[config.mk]
export PLATFORM = sky130hd
export DESIGN_NAME = pipe_ctrl_chain
export DESIGN_NICKNAME = d
export VERILOG_FILES = /design/src/rtl/pipe_ctrl_chain_pkg.sv /design/src/rtl/pipe_ctrl_chain_stage_reg.sv /design/src/rtl/pipe_ctrl_chain.sv
export SDC_FILE = /design/constraint.sdc
export NUM_CORES = 1
export LEC_CHECK = 0
export BUFFER_PORTS_ARGS = -buffer_cell sky130_fd_sc_hd__buf_2
export CAP_MARGIN = 15
export CORE_UTILIZATION = 49
export CTS_BUF_LIST = sky130_fd_sc_hd__clkbuf_4 sky130_fd_sc_hd__clkbuf_8
export CTS_CLUSTER_SIZE = 12
export DETAILED_ROUTE_END_ITERATION = 12
export PLACE_DENSITY = 0.93
export SYNTH_ARGS = -nofsm -noshare
export SYNTH_HDL_FRONTEND = slang
export SYNTH_SLANG_ARGS = --single-unit
[constraint.sdc]
create_clock -name clk -period 1.23 [get_ports clk]
set_input_delay 0.0615 -clock clk [delete_from_list [all_inputs] [get_ports clk]]
set_output_delay 0.0615 -clock clk [all_outputs]
set_load 0.03 [all_outputs]
[src/rtl/pipe_ctrl_chain_pkg.sv]
`default_nettype none
// ============================================================================
// Module : pipe_ctrl_chain_pkg
// Brief  : Shared control encodings for the pipeline control chain.
// Rev    : 1.0 - initial release
// ============================================================================
package pipe_ctrl_chain_pkg;

    localparam logic [2:0] PC_NEXT      = 3'd0;
    localparam logic [2:0] PC_BRANCH    = 3'd1;
    localparam logic [2:0] PC_JUMP      = 3'd2;
    localparam logic [2:0] PC_JR        = 3'd3;

    localparam logic [1:0] WB_ADDR_RD   = 2'd0;
    localparam logic [1:0] WB_ADDR_RT   = 2'd1;
    localparam logic [1:0] WB_ADDR_LINK = 2'd2;

    localparam logic [1:0] EXE_A_RS     = 2'd0;
    localparam logic [1:0] EXE_A_LINK   = 2'd1;
    localparam logic [1:0] EXE_A_SA     = 2'd2;
    localparam logic [1:0] EXE_B_RT     = 2'd0;
    localparam logic [1:0] EXE_B_IMM    = 2'd1;
    localparam logic [1:0] EXE_B_LINK   = 2'd2;

    localparam logic [3:0] EXE_ALU_ADD  = 4'd0;
    localparam logic [3:0] EXE_ALU_SUB  = 4'd1;
    localparam logic [3:0] EXE_ALU_AND  = 4'd2;
    localparam logic [3:0] EXE_ALU_OR   = 4'd3;
    localparam logic [3:0] EXE_ALU_XOR  = 4'd4;
    localparam logic [3:0] EXE_ALU_NOR  = 4'd5;
    localparam logic [3:0] EXE_ALU_SLT  = 4'd6;
    localparam logic [3:0] EXE_ALU_SLL  = 4'd7;
    localparam logic [3:0] EXE_ALU_SRL  = 4'd8;
    localparam logic [3:0] EXE_ALU_SRA  = 4'd9;
    localparam logic [3:0] EXE_ALU_LUI  = 4'd10;

    typedef struct packed {
        logic mem_ren;
        logic mem_wen;
        logic wb_data_src;
        logic wb_wen;
    } mem_wb_ctrl_t;

    localparam int MEM_WB_CTRL_W = $bits(mem_wb_ctrl_t);

endpackage
`default_nettype wire

[src/rtl/pipe_ctrl_chain_stage_reg.sv]
`default_nettype none
// ============================================================================
// Module : pipe_ctrl_chain_stage_reg
// Brief  : One pipeline control stage: W-bit payload plus valid, rst > clr > en.
// Rev    : 1.0 - initial release
// ============================================================================
module pipe_ctrl_chain_stage_reg #(
    parameter int W = 1
) (
    input  logic         clk,
    input  logic         rst,
    input  logic         clr_i,
    input  logic         en_i,
    input  logic         valid_i,
    input  logic [W-1:0] data_i,
    output logic         valid_o,
    output logic [W-1:0] data_o
);

    logic         valid_q;
    logic [W-1:0] data_q;

    always_ff @(posedge clk) begin
        if (rst || clr_i) begin
            valid_q <= 1'b0;
            data_q  <= '0;
        end else if (en_i) begin
            valid_q <= valid_i;
            data_q  <= data_i;
        end
    end

    assign valid_o = valid_q;
    assign data_o  = data_q;

endmodule
`default_nettype wire

[src/rtl/pipe_ctrl_chain.sv]
`default_nettype none
// ============================================================================
// Module : pipe_ctrl_chain
// Brief  : Carries the decoded ID control bundle through EXE/MEM/WB with valids.
// Rev    : 1.0 - initial release
// ============================================================================
module pipe_ctrl_chain
    import pipe_ctrl_chain_pkg::*;
#(
    parameter int REG_AW   = 5,
    parameter int LINK_REG = 31,
    parameter int PC_SRC_W = 3
) (
    input  logic                clk,
    input  logic                rst,
    input  logic                if_rst_i,
    input  logic                if_en_i,
    input  logic                id_rst_i,
    input  logic                id_en_i,
    input  logic                exe_rst_i,
    input  logic                exe_en_i,
    input  logic                mem_rst_i,
    input  logic                mem_en_i,
    input  logic                wb_rst_i,
    input  logic                wb_en_i,
    input  logic [31:0]         inst_id_i,
    input  logic [PC_SRC_W-1:0] pc_src_i,
    input  logic [1:0]          exe_a_src_i,
    input  logic [1:0]          exe_b_src_i,
    input  logic [3:0]          exe_alu_oper_i,
    input  logic                mem_ren_i,
    input  logic                mem_wen_i,
    input  logic [1:0]          wb_addr_src_i,
    input  logic                wb_data_src_i,
    input  logic                wb_wen_i,
    output logic                if_valid_o,
    output logic                id_valid_o,
    output logic                exe_valid_o,
    output logic                mem_valid_o,
    output logic                wb_valid_o,
    output logic [PC_SRC_W-1:0] pc_src_exe_o,
    output logic [1:0]          exe_a_src_exe_o,
    output logic [1:0]          exe_b_src_exe_o,
    output logic [3:0]          exe_alu_oper_exe_o,
    output logic                is_branch_exe_o,
    output logic [REG_AW-1:0]   regw_addr_exe_o,
    output logic                wb_wen_exe_o,
    output logic                mem_ren_mem_o,
    output logic                mem_wen_mem_o,
    output logic                is_branch_mem_o,
    output logic [REG_AW-1:0]   regw_addr_mem_o,
    output logic                wb_wen_mem_o,
    output logic [REG_AW-1:0]   regw_addr_wb_o,
    output logic                wb_data_src_wb_o,
    output logic                wb_wen_wb_o
);

    localparam int EXE_W = PC_SRC_W + 8 + MEM_WB_CTRL_W + REG_AW;
    localparam int MEM_W = 1 + MEM_WB_CTRL_W + REG_AW;
    localparam int WB_W  = 2 + REG_AW;

    logic                w_unused_if_pl;
    logic                w_unused_id_pl;
    logic                w_unused_inst;
    logic [REG_AW-1:0]   w_regw_addr_id;
    mem_wb_ctrl_t        w_ctrl_id;
    logic [EXE_W-1:0]    w_exe_d;
    logic [EXE_W-1:0]    w_exe_q;
    logic                w_exe_valid;
    mem_wb_ctrl_t        w_ctrl_exe;
    logic [MEM_W-1:0]    w_mem_d;
    logic [MEM_W-1:0]    w_mem_q;
    logic                w_mem_valid;
    logic                w_is_br_mem;
    mem_wb_ctrl_t        w_ctrl_mem;
    logic [WB_W-1:0]     w_wb_d;
    logic [WB_W-1:0]     w_wb_q;
    logic                w_wb_valid;
    logic                w_if_valid;
    logic                w_id_valid;

    assign w_unused_inst = ^{inst_id_i[31:21], inst_id_i[10:0]};

    // Destination is fixed at EXE capture so later stages never see the raw selector.
    always_comb begin
        w_regw_addr_id = '0;
        case (wb_addr_src_i)
            WB_ADDR_RD:   w_regw_addr_id = inst_id_i[15:11];
            WB_ADDR_RT:   w_regw_addr_id = inst_id_i[20:16];
            WB_ADDR_LINK: w_regw_addr_id = REG_AW'(LINK_REG);
            default:      w_regw_addr_id = '0;
        endcase
    end

    assign w_ctrl_id = '{mem_ren:     mem_ren_i,
                         mem_wen:     mem_wen_i,
                         wb_data_src: wb_data_src_i,
                         wb_wen:      wb_wen_i & (w_regw_addr_id != '0)};

    assign w_exe_d = {pc_src_i, exe_a_src_i, exe_b_src_i, exe_alu_oper_i,
                      w_ctrl_id, w_regw_addr_id};

    pipe_ctrl_chain_stage_reg #(.W(1)) u_if_stage (
        .clk(clk), .rst(rst), .clr_i(if_rst_i), .en_i(if_en_i),
        .valid_i(1'b1), .data_i(1'b0),
        .valid_o(w_if_valid), .data_o(w_unused_if_pl)
    );

    pipe_ctrl_chain_stage_reg #(.W(1)) u_id_stage (
        .clk(clk), .rst(rst), .clr_i(id_rst_i), .en_i(id_en_i),
        .valid_i(w_if_valid), .data_i(1'b0),
        .valid_o(w_id_valid), .data_o(w_unused_id_pl)
    );

    pipe_ctrl_chain_stage_reg #(.W(EXE_W)) u_exe_stage (
        .clk(clk), .rst(rst), .clr_i(exe_rst_i), .en_i(exe_en_i),
        .valid_i(w_id_valid), .data_i(w_exe_d),
        .valid_o(w_exe_valid), .data_o(w_exe_q)
    );

    assign {pc_src_exe_o, exe_a_src_exe_o, exe_b_src_exe_o, exe_alu_oper_exe_o,
            w_ctrl_exe, regw_addr_exe_o} = w_exe_q;

    assign w_mem_d = {(pc_src_exe_o != '0), w_ctrl_exe, regw_addr_exe_o};

    pipe_ctrl_chain_stage_reg #(.W(MEM_W)) u_mem_stage (
        .clk(clk), .rst(rst), .clr_i(mem_rst_i), .en_i(mem_en_i),
        .valid_i(w_exe_valid), .data_i(w_mem_d),
        .valid_o(w_mem_valid), .data_o(w_mem_q)
    );

    assign {w_is_br_mem, w_ctrl_mem, regw_addr_mem_o} = w_mem_q;

    assign w_wb_d = {w_ctrl_mem.wb_data_src, w_ctrl_mem.wb_wen, regw_addr_mem_o};

    pipe_ctrl_chain_stage_reg #(.W(WB_W)) u_wb_stage (
        .clk(clk), .rst(rst), .clr_i(wb_rst_i), .en_i(wb_en_i),
        .valid_i(w_mem_valid), .data_i(w_wb_d),
        .valid_o(w_wb_valid), .data_o(w_wb_q)
    );

    assign wb_data_src_wb_o = w_wb_q[REG_AW+1];
    assign regw_addr_wb_o   = w_wb_q[REG_AW-1:0];

    // Only AND-gating with registered valids: no path from the strobes to any output.
    assign if_valid_o      = w_if_valid;
    assign id_valid_o      = w_id_valid;
    assign exe_valid_o     = w_exe_valid;
    assign mem_valid_o     = w_mem_valid;
    assign wb_valid_o      = w_wb_valid;
    assign is_branch_exe_o = w_exe_valid & (pc_src_exe_o != '0);
    assign wb_wen_exe_o    = w_exe_valid & w_ctrl_exe.wb_wen;
    assign mem_ren_mem_o   = w_mem_valid & w_ctrl_mem.mem_ren;
    assign mem_wen_mem_o   = w_mem_valid & w_ctrl_mem.mem_wen;
    assign is_branch_mem_o = w_mem_valid & w_is_br_mem;
    assign wb_wen_mem_o    = w_mem_valid & w_ctrl_mem.wb_wen;
    assign wb_wen_wb_o     = w_wb_valid & w_wb_q[REG_AW];

endmodule
`default_nettype wire

==> impl_metrics.py <==
metrics = {
    "route": {
        "wl_per_cell_microns": 12.5,
        "drc_errors": 0,
        "drtIter0Drc": 72,
        "vias_per_cell": 4.79,
        "drtPass1Iterations": 4,
        "antenna_left": 0,
        "wirelength_microns": 3660,
        "vias": 1409,
    },
    "yosys": {
        "synth.area.mux_share_pct": 19.1,
        "synth_cell_type_count": 26,
        "synth-compound-area-share_pct": 6.67,
        "ys_warn_count": 0,
        "synth-seq-cells": 42,
        "synthCells": 189,
        "synth_fp_nets": 250,
        "synth_xor_area_share_pct": 0,
        "synth-simple-area-share_pct": 14.8,
        "synthAdderAreaFrac_pct": 0,
        "synth.avg_cell_area_sq_um": 9.72,
        "synth_top_family_by_area": "multiplexers",
        "synth_seq_area_share_pct": 45.7,
        "synth.cell_area_sq_um": 1840,
    },
    "die": {
        "io_pins": 100,
        "core_sq_um": 3470,
        "die_h_microns": 63.2,
        "initial_core_util_pct": 53.0,
        "dieArea_sq_um": 4000,
        "rows": 21,
        "die_width_microns": 63.2,
    },
    "sta": {
        "clock_skew_ns": 0.00449,
        "finalSetupViolations": 0,
        "maxSlewViolCount": 0,
        "period_minus_slack_ns": 1.14,
        "tightestPinTransition_ns": 0.370,
        "hold_viol": 0,
        "setup_tns_ns": 0,
        "maxSlewHeadroom_pct": 75.0,
        "rsz0062_at_grt": "false",
        "holdWs_ns": 0.00384,
        "period_share_pct": 92.9,
        "max_freq_mhz": 876,
    },
    "placement": {
        "place_congestion": 0.773,
        "place_inst": 279,
        "port_buffers": 77,
        "dp_hpwl_microns": 2710,
    },
    "layout": {
        "instances_no_fill": 294,
        "fill_cells": 302,
        "final_util_pct": 64.7,
        "diodes": 0,
        "drive_above_1_share_pct": 37.5,
        "syn2layout_area_growth_pct": 22.1,
        "final_nets": 308,
    },
    "grt": {
        "track_usage_pct": 20.3,
        "antenna_found_initial": 0,
        "grt_overflow": 0,
        "grt_max_degree": 18,
        "grt_pass1_wl_microns": 6200,
        "grt_pass1_vias": 1364,
    },
    "power": {
        "cellPowerDensity_nw_per_um2": 1240,
        "power_leakage_nw": 1.12,
        "max-vdd-ir-drop_v": 0.000745,
    },
    "worst_setup_path": {
        "cp_cell_sequence": "nor3_2 > nor2b_1 > buf_2",
        "cp-start-kind": "flip-flop",
        "worst_ep_arrival_time_ns": 1.08,
        "cpPeakStageDelay_ns": 0.34,
        "critical_path_class": "flip-flop to output port",
        "critPathBufInv": 1,
        "end_kind": "output port",
        "required_ns": 1.17,
        "cp_slowest_cell": "dfxtp_1",
        "crit_family": "flip-flops",
        "cp_max_fo": 3,
    },
    "flow_run": {
        "max-cap-violations": 0,
    },
    "clocking": {
        "numCtsBuffers": 5,
        "htree_levels": 2,
        "cts-root-buf": "clkbuf_8",
        "cts_tree": "built",
        "clkTransAtPathRegs_ns": 0.08,
        "cts_setup_buffers": 0,
        "clk_latency_ns": 0.29,
        "ctsLongestPathBuffers": 2,
        "cts_sinks": 42,
    },
    "run_status": {
        "run_status": "finished clean",
    },
    "min_path": {
        "hp-class": "primary input to flip-flop",
    },
}
-- final timing paths --
check | cells past startpoint | startpoint | slack (ns) | end
max | 3 | u_exe_stage.data_o[17] | 0.09 | is_branch_exe_o
min | 3 | pc_src_i[1] | 0.004 | u_exe_stage.data_o[18]
max reg2reg | 3 | u_exe_stage.data_o[5] | 0.36 | u_exe_stage.data_o[5]
min reg2reg | 2 | u_mem_stage.data_o[9] | 0.48 | u_mem_stage.data_o[9]
-- flip-flops by register name (all words and copies together) (netlist names) --
| signal | count |
|---|---|
| u_if_stage.valid_o | 1 |
| u_id_stage.valid_o | 1 |
| u_wb_stage.valid_o | 1 |
| u_mem_stage.data_o | 10 |
| u_exe_stage.data_o | 20 |
| u_mem_stage.valid_o | 1 |
| u_exe_stage.valid_o | 1 |
| u_wb_stage.data_o | 7 |
-- cells by family after synthesis --
logic type	Yosys count
flops	42
buf+inv	36
compound gates	17
simple gates	59
mux	35
-- what timing repair did --
| item | CTS | global route |
|---|---|---|
| endpoints found under the hold margin | 6 | 1 |
| gates resized for setup | 0 | 1 |
| hold buffers | 6 | 1 |
| setup endpoints to repair | 0 | 1 |
-- metal layers --
metal	global-route usage [%]	routed length (microns)	up-vias
met3	4.35	205	5
met2	32.9	1660	56
met1	25.2	1720	620
li1	-	-	728
met4	10.2	69	0
met5	0	0	-
-- cells in the mapped netlist --
master / n / area share, %
a211o_1: 1 / 0.48
nor4_1: 1 / 0.34
o21ai_0: 4 / 1.1
nor2b_1: 2 / 0.68
a2111oi_2: 1 / 0.82
a21oi_2: 1 / 0.48
nor3_1: 4 / 1.1
a211oi_1: 1 / 0.41
a2bb2oi_1: 3 / 1.4
or2_2: 2 / 0.68
nand2_1: 1 / 0.20
and2_1: 6 / 2.0
nor2_1: 40 / 8.2
buf_2: 6 / 1.6
buf_6: 1 / 0.61
dfxtp_1: 42 / 46
inv_1: 1 / 0.20
mux2i_1: 35 / 19
a21oi_1: 4 / 1.1
nor4b_1: 1 / 0.48
or2_1: 1 / 0.34
a21boi_1: 1 / 0.41
o41ai_1: 1 / 0.48
buf_4: 27 / 11
nor4b_2: 1 / 0.82
clkbuf_1: 1 / 0.20
-- tightest hold or removal path: stages --
cell     delay [ns]
buf_2          0.08
mux2i_1        0.06
nor2_1         0.07
-- where the power goes --
group	internal, W	switching (W)	leakage (nW)
combinational	0.000149	0.000177	0.725
sequential	0.00139	0.0000206	0.341
clock	0.000597	0.000451	0.0579
total	0.00213	0.000648	1.12
-- metrics by stage --
stage	power (W)	setup slack (ns)	instance area (sq um)
after floorplan	0.00166	0.131	1840
after global placement	0.00174	0.264	2060
after detailed placement	0.00175	0.224	2060
after CTS	0.00280	0.00921	2230
after global routing	0.00290	0.0110	2240
final	0.00278	0.0878	2240
-- layout by cell type (no fill, tap or decap), types with 3 or more instances in the layout --
| cell | count |
|---|---|
| nor2_1 | 40 |
| nor3_1 | 3 |
| a21oi_1 | 4 |
| a2bb2oi_1 | 3 |
| and2_1 | 6 |
| dlygate4sd3_1 | 7 |
| clkbuf_8 | 5 |
| o21ai_0 | 4 |
| dfxtp_1 | 42 |
| mux2i_1 | 35 |
| buf_2 | 77 |
-- area by class of cell --
| class | instances | area [sq um] | area share (%) |
|---|---|---|---|
| multi-input combinational | 111 | 751 | 33.4 |
| sequential | 42 | 841 | 37.5 |
| clock inverter | 3 | 40.0 | 1.78 |
| clock buffer | 5 | 68.8 | 3.07 |
| inverter | 1 | 3.75 | 0.167 |
| timing repair buffer | 86 | 483 | 21.5 |
| tap | 46 | 57.6 | 2.56 |
No activity file was read; power rests on OpenSTA's default activity.
